$ cat src/rtl/cordic_pkg.sv
// arctan(2^-i) constant tables for the CORDIC sin(x) datapath.
// Tables are built at elaboration from exact fixed-point series sums.
package cordic_pkg;

    localparam int FMT_FLOAT = 0;
    localparam int FMT_Q230  = 1;
    localparam int FX        = 80;

    typedef logic [191:0]      wide_t;
    typedef logic [31:0][31:0] tab_t;

    // atan(1/m) as an FX-fraction-bit fixed-point value (Taylor series)
    function automatic wide_t atan_inv(input wide_t m);
        wide_t one;
        wide_t acc;
        wide_t pw;
        wide_t term;
        logic  live;
        one  = wide_t'(1) << FX;
        acc  = '0;
        pw   = m;
        live = 1'b1;
        for (int k = 0; k < 48; k++) begin
            if (live) begin
                term = one / pw / wide_t'(2 * k + 1);
                if (k[0]) acc = acc - term;
                else      acc = acc + term;
                pw = pw * m * m;
                if (pw > one) live = 1'b0;
            end
        end
        return acc;
    endfunction

    // pi/4 = atan(1/2) + atan(1/3) keeps the i = 0 series fast
    function automatic wide_t atan_fx(input int i);
        if (i == 0) return atan_inv(wide_t'(2)) + atan_inv(wide_t'(3));
        return atan_inv(wide_t'(1) << i);
    endfunction

    function automatic logic [31:0] fx_to_q230(input wide_t a);
        wide_t r;
        r = (a + (wide_t'(1) << (FX - 31))) >> (FX - 30);
        return r[31:0];
    endfunction

    function automatic logic [31:0] fx_to_float_deg(input wide_t a);
        wide_t d;
        wide_t pi_fx;
        wide_t mant;
        wide_t lo_mask;
        int    p;
        int    e;
        logic  g;
        logic  st;
        pi_fx = atan_fx(0) << 2;
        d     = ((a * wide_t'(180)) << FX) / pi_fx;
        p     = 0;
        for (int b = 0; b < 192; b++) begin
            if (d[8'(b)]) p = b;
        end
        mant    = d >> (p - 23);
        g       = d[8'(p - 24)];
        lo_mask = (wide_t'(1) << (p - 24)) - wide_t'(1);
        st      = |(d & lo_mask);
        if (g && (st || mant[0])) mant = mant + wide_t'(1);
        e = p - FX + 127;
        if (mant[24]) begin
            mant = mant >> 1;
            e    = e + 1;
        end
        return {1'b0, e[7:0], mant[22:0]};
    endfunction

    function automatic tab_t build_tab(input int fmt);
        tab_t  t;
        wide_t a;
        for (int i = 0; i < 32; i++) begin
            a = atan_fx(i);
            t[5'(i)] = (fmt == FMT_Q230) ? fx_to_q230(a)
                                         : fx_to_float_deg(a);
        end
        return t;
    endfunction

    localparam tab_t ATAN_FLOAT = build_tab(FMT_FLOAT);
    localparam tab_t ATAN_Q230  = build_tab(FMT_Q230);

    function automatic logic [31:0] atan_word(input int fmt,
                                              input logic [4:0] idx);
        return (fmt == FMT_Q230) ? ATAN_Q230[idx] : ATAN_FLOAT[idx];
    endfunction

endpackage

$ cat src/rtl/cordic_atan_seq.sv
// arctan table with a 1-cycle random read port and a
// valid/ready stream port that walks entries 0..n-1.
module cordic_atan_seq
    import cordic_pkg::*;
#(
    parameter int DEPTH  = 24,
    parameter int IDX_W  = 5,
    parameter int FMT    = 0,
    parameter int DATA_W = 32
) (
    input  logic              clk,
    input  logic              reset,
    input  logic              rd_en,
    input  logic [IDX_W-1:0]  rd_idx,
    output logic [DATA_W-1:0] rd_data,
    output logic              rd_valid,
    output logic              rd_err,
    input  logic              start,
    input  logic [IDX_W:0]    count,
    output logic [DATA_W-1:0] s_data,
    output logic [IDX_W-1:0]  s_idx,
    output logic              s_valid,
    input  logic              s_ready,
    output logic              s_last,
    output logic              busy
);

    typedef enum logic [1:0] {
        IDLE,
        LOAD,
        STREAM
    } state_t;

    localparam logic [IDX_W:0] DEPTH_W = (IDX_W + 1)'(DEPTH);

    state_t            r_state;
    state_t            w_state;
    logic [IDX_W:0]    r_n;
    logic [IDX_W:0]    w_n;
    logic [IDX_W-1:0]  r_idx;
    logic [IDX_W-1:0]  w_idx;
    logic [DATA_W-1:0] r_s_data;
    logic [DATA_W-1:0] w_s_data;
    logic              r_s_valid;
    logic              w_s_valid;
    logic [DATA_W-1:0] r_rd_data;
    logic              r_rd_valid;
    logic              r_rd_err;

    logic [31:0]       w_rd_ext;
    logic [31:0]       w_s_ext;
    logic              w_rd_oob;
    logic [DATA_W-1:0] w_rd_word;
    logic [DATA_W-1:0] w_s_word;
    logic              w_last;

    assign w_rd_ext  = 32'(rd_idx);
    assign w_rd_oob  = w_rd_ext >= 32'(DEPTH);
    assign w_rd_word = w_rd_oob ? '0 : atan_word(FMT, w_rd_ext[4:0]);

    // stream lookup points at the word that will be shown next
    assign w_s_ext  = (r_state == STREAM) ? 32'(r_idx) + 32'd1 : 32'd0;
    assign w_s_word = atan_word(FMT, w_s_ext[4:0]);

    assign w_last = r_s_valid && ({1'b0, r_idx} == r_n - 1'b1);

    always_ff @(posedge clk or negedge reset) begin
        if (!reset) begin
            r_rd_data  <= '0;
            r_rd_valid <= 1'b0;
            r_rd_err   <= 1'b0;
        end else begin
            r_rd_valid <= rd_en;
            r_rd_err   <= rd_en & w_rd_oob;
            if (rd_en) r_rd_data <= w_rd_word;
        end
    end

    always_comb begin
        w_state   = r_state;
        w_n       = r_n;
        w_idx     = r_idx;
        w_s_data  = r_s_data;
        w_s_valid = r_s_valid;
        unique case (r_state)
            IDLE: begin
                if (start && count != '0) begin
                    w_state = LOAD;
                    w_n     = (count > DEPTH_W) ? DEPTH_W : count;
                    w_idx   = '0;
                end
            end
            LOAD: begin
                w_s_data  = w_s_word;
                w_idx     = '0;
                w_s_valid = 1'b1;
                w_state   = STREAM;
            end
            STREAM: begin
                if (r_s_valid && s_ready) begin
                    if (w_last) begin
                        w_s_valid = 1'b0;
                        w_state   = IDLE;
                    end else begin
                        w_idx    = r_idx + 1'b1;
                        w_s_data = w_s_word;
                    end
                end
            end
            default: w_state = IDLE;
        endcase
    end

    always_ff @(posedge clk or negedge reset) begin
        if (!reset) begin
            r_state   <= IDLE;
            r_n       <= '0;
            r_idx     <= '0;
            r_s_data  <= '0;
            r_s_valid <= 1'b0;
        end else begin
            r_state   <= w_state;
            r_n       <= w_n;
            r_idx     <= w_idx;
            r_s_data  <= w_s_data;
            r_s_valid <= w_s_valid;
        end
    end

    assign rd_data  = r_rd_data;
    assign rd_valid = r_rd_valid;
    assign rd_err   = r_rd_err;
    assign s_data   = r_s_data;
    assign s_idx    = r_idx;
    assign s_valid  = r_s_valid;
    assign s_last   = w_last;
    assign busy     = (r_state != IDLE);

endmodule

$ cat config.mk
export PLATFORM = sky130hd
export DESIGN_NAME = cordic_atan_seq
export DESIGN_NICKNAME = d
export VERILOG_FILES = /design/src/rtl/cordic_pkg.sv /design/src/rtl/cordic_atan_seq.sv
export SDC_FILE = /design/constraint.sdc
export NUM_CORES = 1
export LEC_CHECK = 0
export BUFFER_PORTS_ARGS = -buffer_cell sky130_fd_sc_hd__buf_2
export CORE_UTILIZATION = 30
export CTS_BUF_LIST = sky130_fd_sc_hd__clkbuf_8
export DETAILED_ROUTE_END_ITERATION = 6
export GPL_TIMING_DRIVEN = 0
export MAX_ROUTING_LAYER = met4
export PLACE_DENSITY_LB_ADDON = 0.2
export SLEW_MARGIN = 10
export SYNTH_ARGS = -nofsm -noshare
export SYNTH_HDL_FRONTEND = slang
export SYNTH_SLANG_ARGS = --single-unit
$ cat constraint.sdc
create_clock -name clk -period 3.2 [get_ports clk]
set_input_delay 0.32 -clock clk [delete_from_list [all_inputs] [get_ports clk]]
set_output_delay 0.32 -clock clk [all_outputs]
set_load 0.005 [all_outputs]
# [Word level (Yosys, flattened, before mapping)]
# Memory sizes are Yosys's and may differ from the RTL's.
# Cells that the tools add are included.
[classes] n_bitwise=1 reduce_logical=13 order_cmp=4 eq_ne=7 addsub=3 mux=19
[op_table] cell="$mux W32" n=5
[op_table] cell="$pmux W32 S2" n=1
[op_table] cell="$mux W5" n=4
[op_table] cell="$pmux W5 S3" n=1
[op_table] cell="$lt A5 B6 Y1 const B" n=2
[op_table] cell="$add A5 B1 Y5 const B" n=2
[op_table] cell="$reduce_and A3 Y1" n=3
[op_table] cell="$eq A5 B6 Y1" n=1
[op_table] cell="$gt A6 B5 Y1 const B" n=1
[op_table] cell="$mux W2" n=3
[op_table] cell="$mux W6" n=1
[op_table] cell="$ne A2 B2 Y1 const B" n=3
[op_table] cell="$pmux W2 S3" n=1
[op_table] cell="$reduce_bool A6 Y1" n=1
[op_table] cell="$sub A6 B1 Y6 const B" n=1
[op_table] cell="$ge A5 B5 Y1 const B" n=1
[op_table] cell="$reduce_and A4 Y1" n=1
[op_table] cell="$reduce_bool A2 Y1" n=2
[op_table] cell="$logic_and A1 B1 Y1" n=3
[op_table] cell="$reduce_bool A3 Y1" n=1
[op_table] cell="$eq A2 B1 Y1 const B" n=1
[op_table] cell="$eq A2 B2 Y1 const B" n=1
[op_table] cell="$logic_not A2 Y1" n=1
[op_table] cell="$mux W1" n=2
[op_table] cell="other kinds (4)" n=4
[word_totals] register_bits=80 out_inout_bits=74 word_cells=57 memories=2 romBits=2048 in_bits=16
[memory_table] memory="(name not given)" depth=32 width=32 read_ports=1 rd_ports_with_merged_regs=0 write_ports=0 line="cordic_pkg.sv:91" source="return (fmt == FMT_Q230) ? ATAN_Q230[idx] : ATAN_FLOAT[idx];"
[memory_table] memory="(name not given)" depth=32 width=32 read_ports=1 rd_ports_with_merged_regs=0 write_ports=0 line="cordic_pkg.sv:91"

# [Logic depth before layout (Yosys ltp)]
[depth] depth_word=7 mapped_depth=9 ltp_nobuf=8

# [Worst setup path after synthesis]
# Ideal clock, no wire load.
[synth_timing] path_type="register -> register" startpoint="register r_n[0]" endpoint="register r_s_data[10], in the netlist s_data[10]" path_slack_ns=1.080 synth_period_minus_slack_ns=2.120 n_path_buf=1 path_stages_with_launch=7 setup_time_ns=0.125 t_arrival_ns=1.995 t_required_ns=3.075 cell_sequence="dfrtp_1 -> or4_4 -> nor3_4 -> nor4b_4 -> a22oi_4 -> buf_6 -> mux2_4"
[synth_between] elab_chain_cells=5
[synth_lines] item="from (decl)" line="cordic_atan_seq.sv:38" source="logic [IDX_W:0] r_n;"
[synth_lines] item="from (signal assigned)" line="cordic_atan_seq.sv:123" source="r_n <= w_n;"
[synth_lines] item="$sub A6 B1 Y6" line="cordic_atan_seq.sv:65" source="assign w_last = r_s_valid && ({1'b0, r_idx} == r_n - 1'b1);"
[synth_lines] item="$eq A5 B6 Y1" line="cordic_atan_seq.sv:65"
[synth_lines] item="$logic_and A1 B1 Y1" line="cordic_atan_seq.sv:65"
[synth_lines] item="$ne A2 B2 Y1 (no source line)"
[synth_lines] item="$reduce_and A3 Y1 (no source line)"
[synth_lines] item="to (signal assigned)" line="cordic_atan_seq.sv:125" source="r_s_data <= w_s_data;"
[synth_lines] item="to (decl)" line="cordic_atan_seq.sv:42" source="logic [DATA_W-1:0] r_s_data;"
# No other way between the ends.
# A chain may end at the register's enable or synchronous reset.

# [Final worst setup path]
[layout_timing] startpoint="register r_n[0]" endpoint="output s_last"
[layout_between] elab_chain_cells=3
[layout_lines] item="$sub A6 B1 Y6" line="cordic_atan_seq.sv:65"
[layout_lines] item="$eq A5 B6 Y1" line="cordic_atan_seq.sv:65"
[layout_lines] item="$logic_and A1 B1 Y1" line="cordic_atan_seq.sv:65"
[layout_lines] item="to (decl)" line="cordic_atan_seq.sv:24" source="output logic s_last,"
# No other way between the ends.

==> out/metrics.cfg <==
[status]
status=finished, violations left
violations=design-rule violations

[layout]
nets=499
area_delta_synth_final_pct=21.8
final_cells=619
n_antenna_cell=0
drive_gt1_share_pct=30.5
nFillCells=1188

[sta]
rsz0062_at_grt=false
clock.fmax_mhz=352
slew_violations=0
finalHoldViolCount=0
period_share_pct=88.8
setup_viol=0
fin_tns_setup_ns=0
hold_ws_ns=0.170
period_needed_ns=2.84
relSlewSlack_pct=56.0
worst_slew_pin_slew_ns=0.657
finalWorstSetupSlack_ns=0.358
skew_ns=0.0100

[die]
die_x_um=112
start_util_pct=31.4
die_area_mm2=0.0126
pin_count=90
rows=39
core_area_mm2=0.0116
die_h_um=112

[setup_path]
rrSetupSlack_ns=0.81
critPathMaxFanout=5
cp-start-kind=flop
end_kind=output pin
required_ns=2.88
criticalPathCategory=reg2out
cp.arrival_ns=2.52

[placed_design]
gp_congestion=0.820
hpwlAfterDp_um=6700
portBuffers=82
preCtsSetupSlack_ns=0.738
place_inst=603

[drt]
drtAntennaViolNets=0
via_count=2954
wl_per_cell_um=14.3
drt_pass1_iterations=7
routed_via_density=4.77
drc=5
wirelength_um=8840
drt_iter0_drc=87

[global_routing]
grt_overflow=0
grt_pass1_vias=3053
antenna_found_initial=0
grt_max_degree=41
grt_usage_pct=15.4
grt_pass1_wl_um=14900

[clock_tree]
cts_resized=0
cts_setup_buffers=0
htree_levels=3
cts_buffers=9
clk_latency_ns=0.36
clk_path_buf_depth=2
cts_tree=done
path_clk_slew_ns=0.07
clkSinkCount=66
postCtsHoldBufs=1
cts_root_buf=clkbuf_8

[power_and_ir_drop]
power_density_mw_per_mm2=714
leakage_nw=2.21
fin_total_pwr_mw=3.17
ir_worst_vdd_mv=0.234

[yosys]
postSynthAreaPerCell_um2=9.79
syn-cell-area_mm2=0.00364
async_reset_ff_share_pct=100
yosys_register_bits=66
synthesis.instances=372
ys_types=51
ys.flop_type=dfrtp_1
yosysSeqAreaShare_pct=45.4
synth_warnings=0
synth_edf_count=0

[worst_hold_path]
hold_class=in2reg

[job]
drv_cap=0

==> critical path, cell delays in order (launching register included) <==
cell and delay (ns):
dfrtp_1 0.40, inv_1 0.08, ha_1 0.30, xor2_1 0.21, nand3_1 0.12, or4b_1 0.61, nor2_2 0.28, buf_2 0.17
==> final timing paths <==
kind | startpoint | end | cells past startpoint
worst max-delay path | r_n[0]$_DFFE_PN0P_ | s_last | 7
worst min-delay path | rd_en | rd_valid$_DFF_PN0_ | 1
worst max register to register | s_idx[2]$_DFFE_PN0P_ | s_data[13]$_DFFE_PN0P_ | 7
worst min register to register | s_data[24]$_DFFE_PN0P_ | s_data[24]$_DFFE_PN0P_ | 1
max in group asynchronous | reset | rd_data[18]$_DFFE_PN0P_ | 3
min in group asynchronous | reset | s_idx[2]$_DFFE_PN0P_ | 2
==> registers in the layout, summed over array words and instances (netlist names) <==
register and cells:
s_idx 5, rd_valid 1, s_valid 1, rd_err 1, r_state 2, s_data 25
rd_data 25, r_n 6
==> synthesized netlist by cell type, drive strengths merged (2+ instances only) <==
cell     instances  area (um2)
dfrtp           66        1650
inv             37         139
nor2            35         134
nand2           26        97.6
a21oi           25         125
mux2            24         334
o21ai           22         114
buf             17         131
clkbuf          14        52.6
o22ai           13        81.3
ha              11         138
nand3           10        50.1
nand2b           9        56.3
mux2i            6        60.1
nor3             5        36.3
nand4            4        25.0
xnor2            4        35.0
xor2             4        35.0
a211oi           3        22.5
nor2b            3        18.8
nor4             3        18.8
o211ai           3        22.5
o31ai            3        36.3
or4              3        26.3
a2bb2oi          2        17.5
a31oi            2        12.5
nor4b            2        32.5
o32ai            2        17.5
==> metrics by stage <==
step	utilization (%)	cell area, um2
after floorplan	-	3660
after global placement	36.6	4250
after detailed placement	36.8	4270
after CTS	38.2	4430
after global routing	38.2	4430
final	38.2	4430
==> placed cells by master (no fill, tap or decap), types with 2 or more instances in the layout <==
cell type,n
a211oi_1,3
a21oi_1,25
a2bb2oi_1,2
a31oi_1,2
buf_2,81
buf_4,15
buf_6,2
clkbuf_1,14
clkbuf_8,9
clkinv_2,4
conb_1,6
dfrtp_1,66
ha_1,11
inv_1,39
mux2_2,7
mux2_4,17
mux2i_1,6
nand2_1,26
nand2b_1,9
nand3_1,10
nand4_1,4
nor2_1,34
nor2b_1,3
nor3_1,4
nor4_1,3
o211ai_1,3
o21ai_0,21
o22ai_1,13
o31ai_1,2
o32ai_1,2
or4_1,2
xnor2_1,4
xor2_1,4
==> where the power goes <==
part           switching, mW  total (mW)  internal, mW  leakage (nW)
clock                  0.311       0.576         0.265        0.0910
sequential             0.161        1.19          1.02         0.831
combinational          0.737        1.40         0.668          1.28
total                   1.21        3.17          1.96          2.21
==> area by class of cell <==
| type | instances | area, um2 | share of cell area, % |
|---|---|---|---|
| sequential | 66 | 1650 | 37.3 |
| inverter | 37 | 139 | 3.13 |
| clock buffer | 9 | 124 | 2.79 |
| buffer | 31 | 184 | 4.15 |
| tap | 143 | 179 | 4.04 |
| timing repair buffer | 84 | 443 | 9.99 |
| multi-input combinational | 243 | 1690 | 38.0 |
| clock inverter | 6 | 27.5 | 0.621 |
==> per-layer routing <==
| layer | vias to the layer above | track usage (%) | part of all wire (%) |
|---|---|---|---|
| li1 | 1460 | - | - |
| met2 | 88 | 25.3 | 47 |
| met1 | 1389 | 18.9 | 47 |
| met5 | - | - | 0 |
| met4 | 0 | 4.89 | 1.5 |
| met3 | 17 | 3.46 | 4.5 |
==> cell families after synthesis <==
group	share of synthesized area, %
buffers and inverters	8.87
AOI/OAI and AO/OA	14.4
DFF	45.4
other	0.103
adders and majority gates	3.78
and+or+nand+nor	14.8
xor gates and xnor gates	1.92
muxes	10.8
Power figures use the tool's default switching activity.
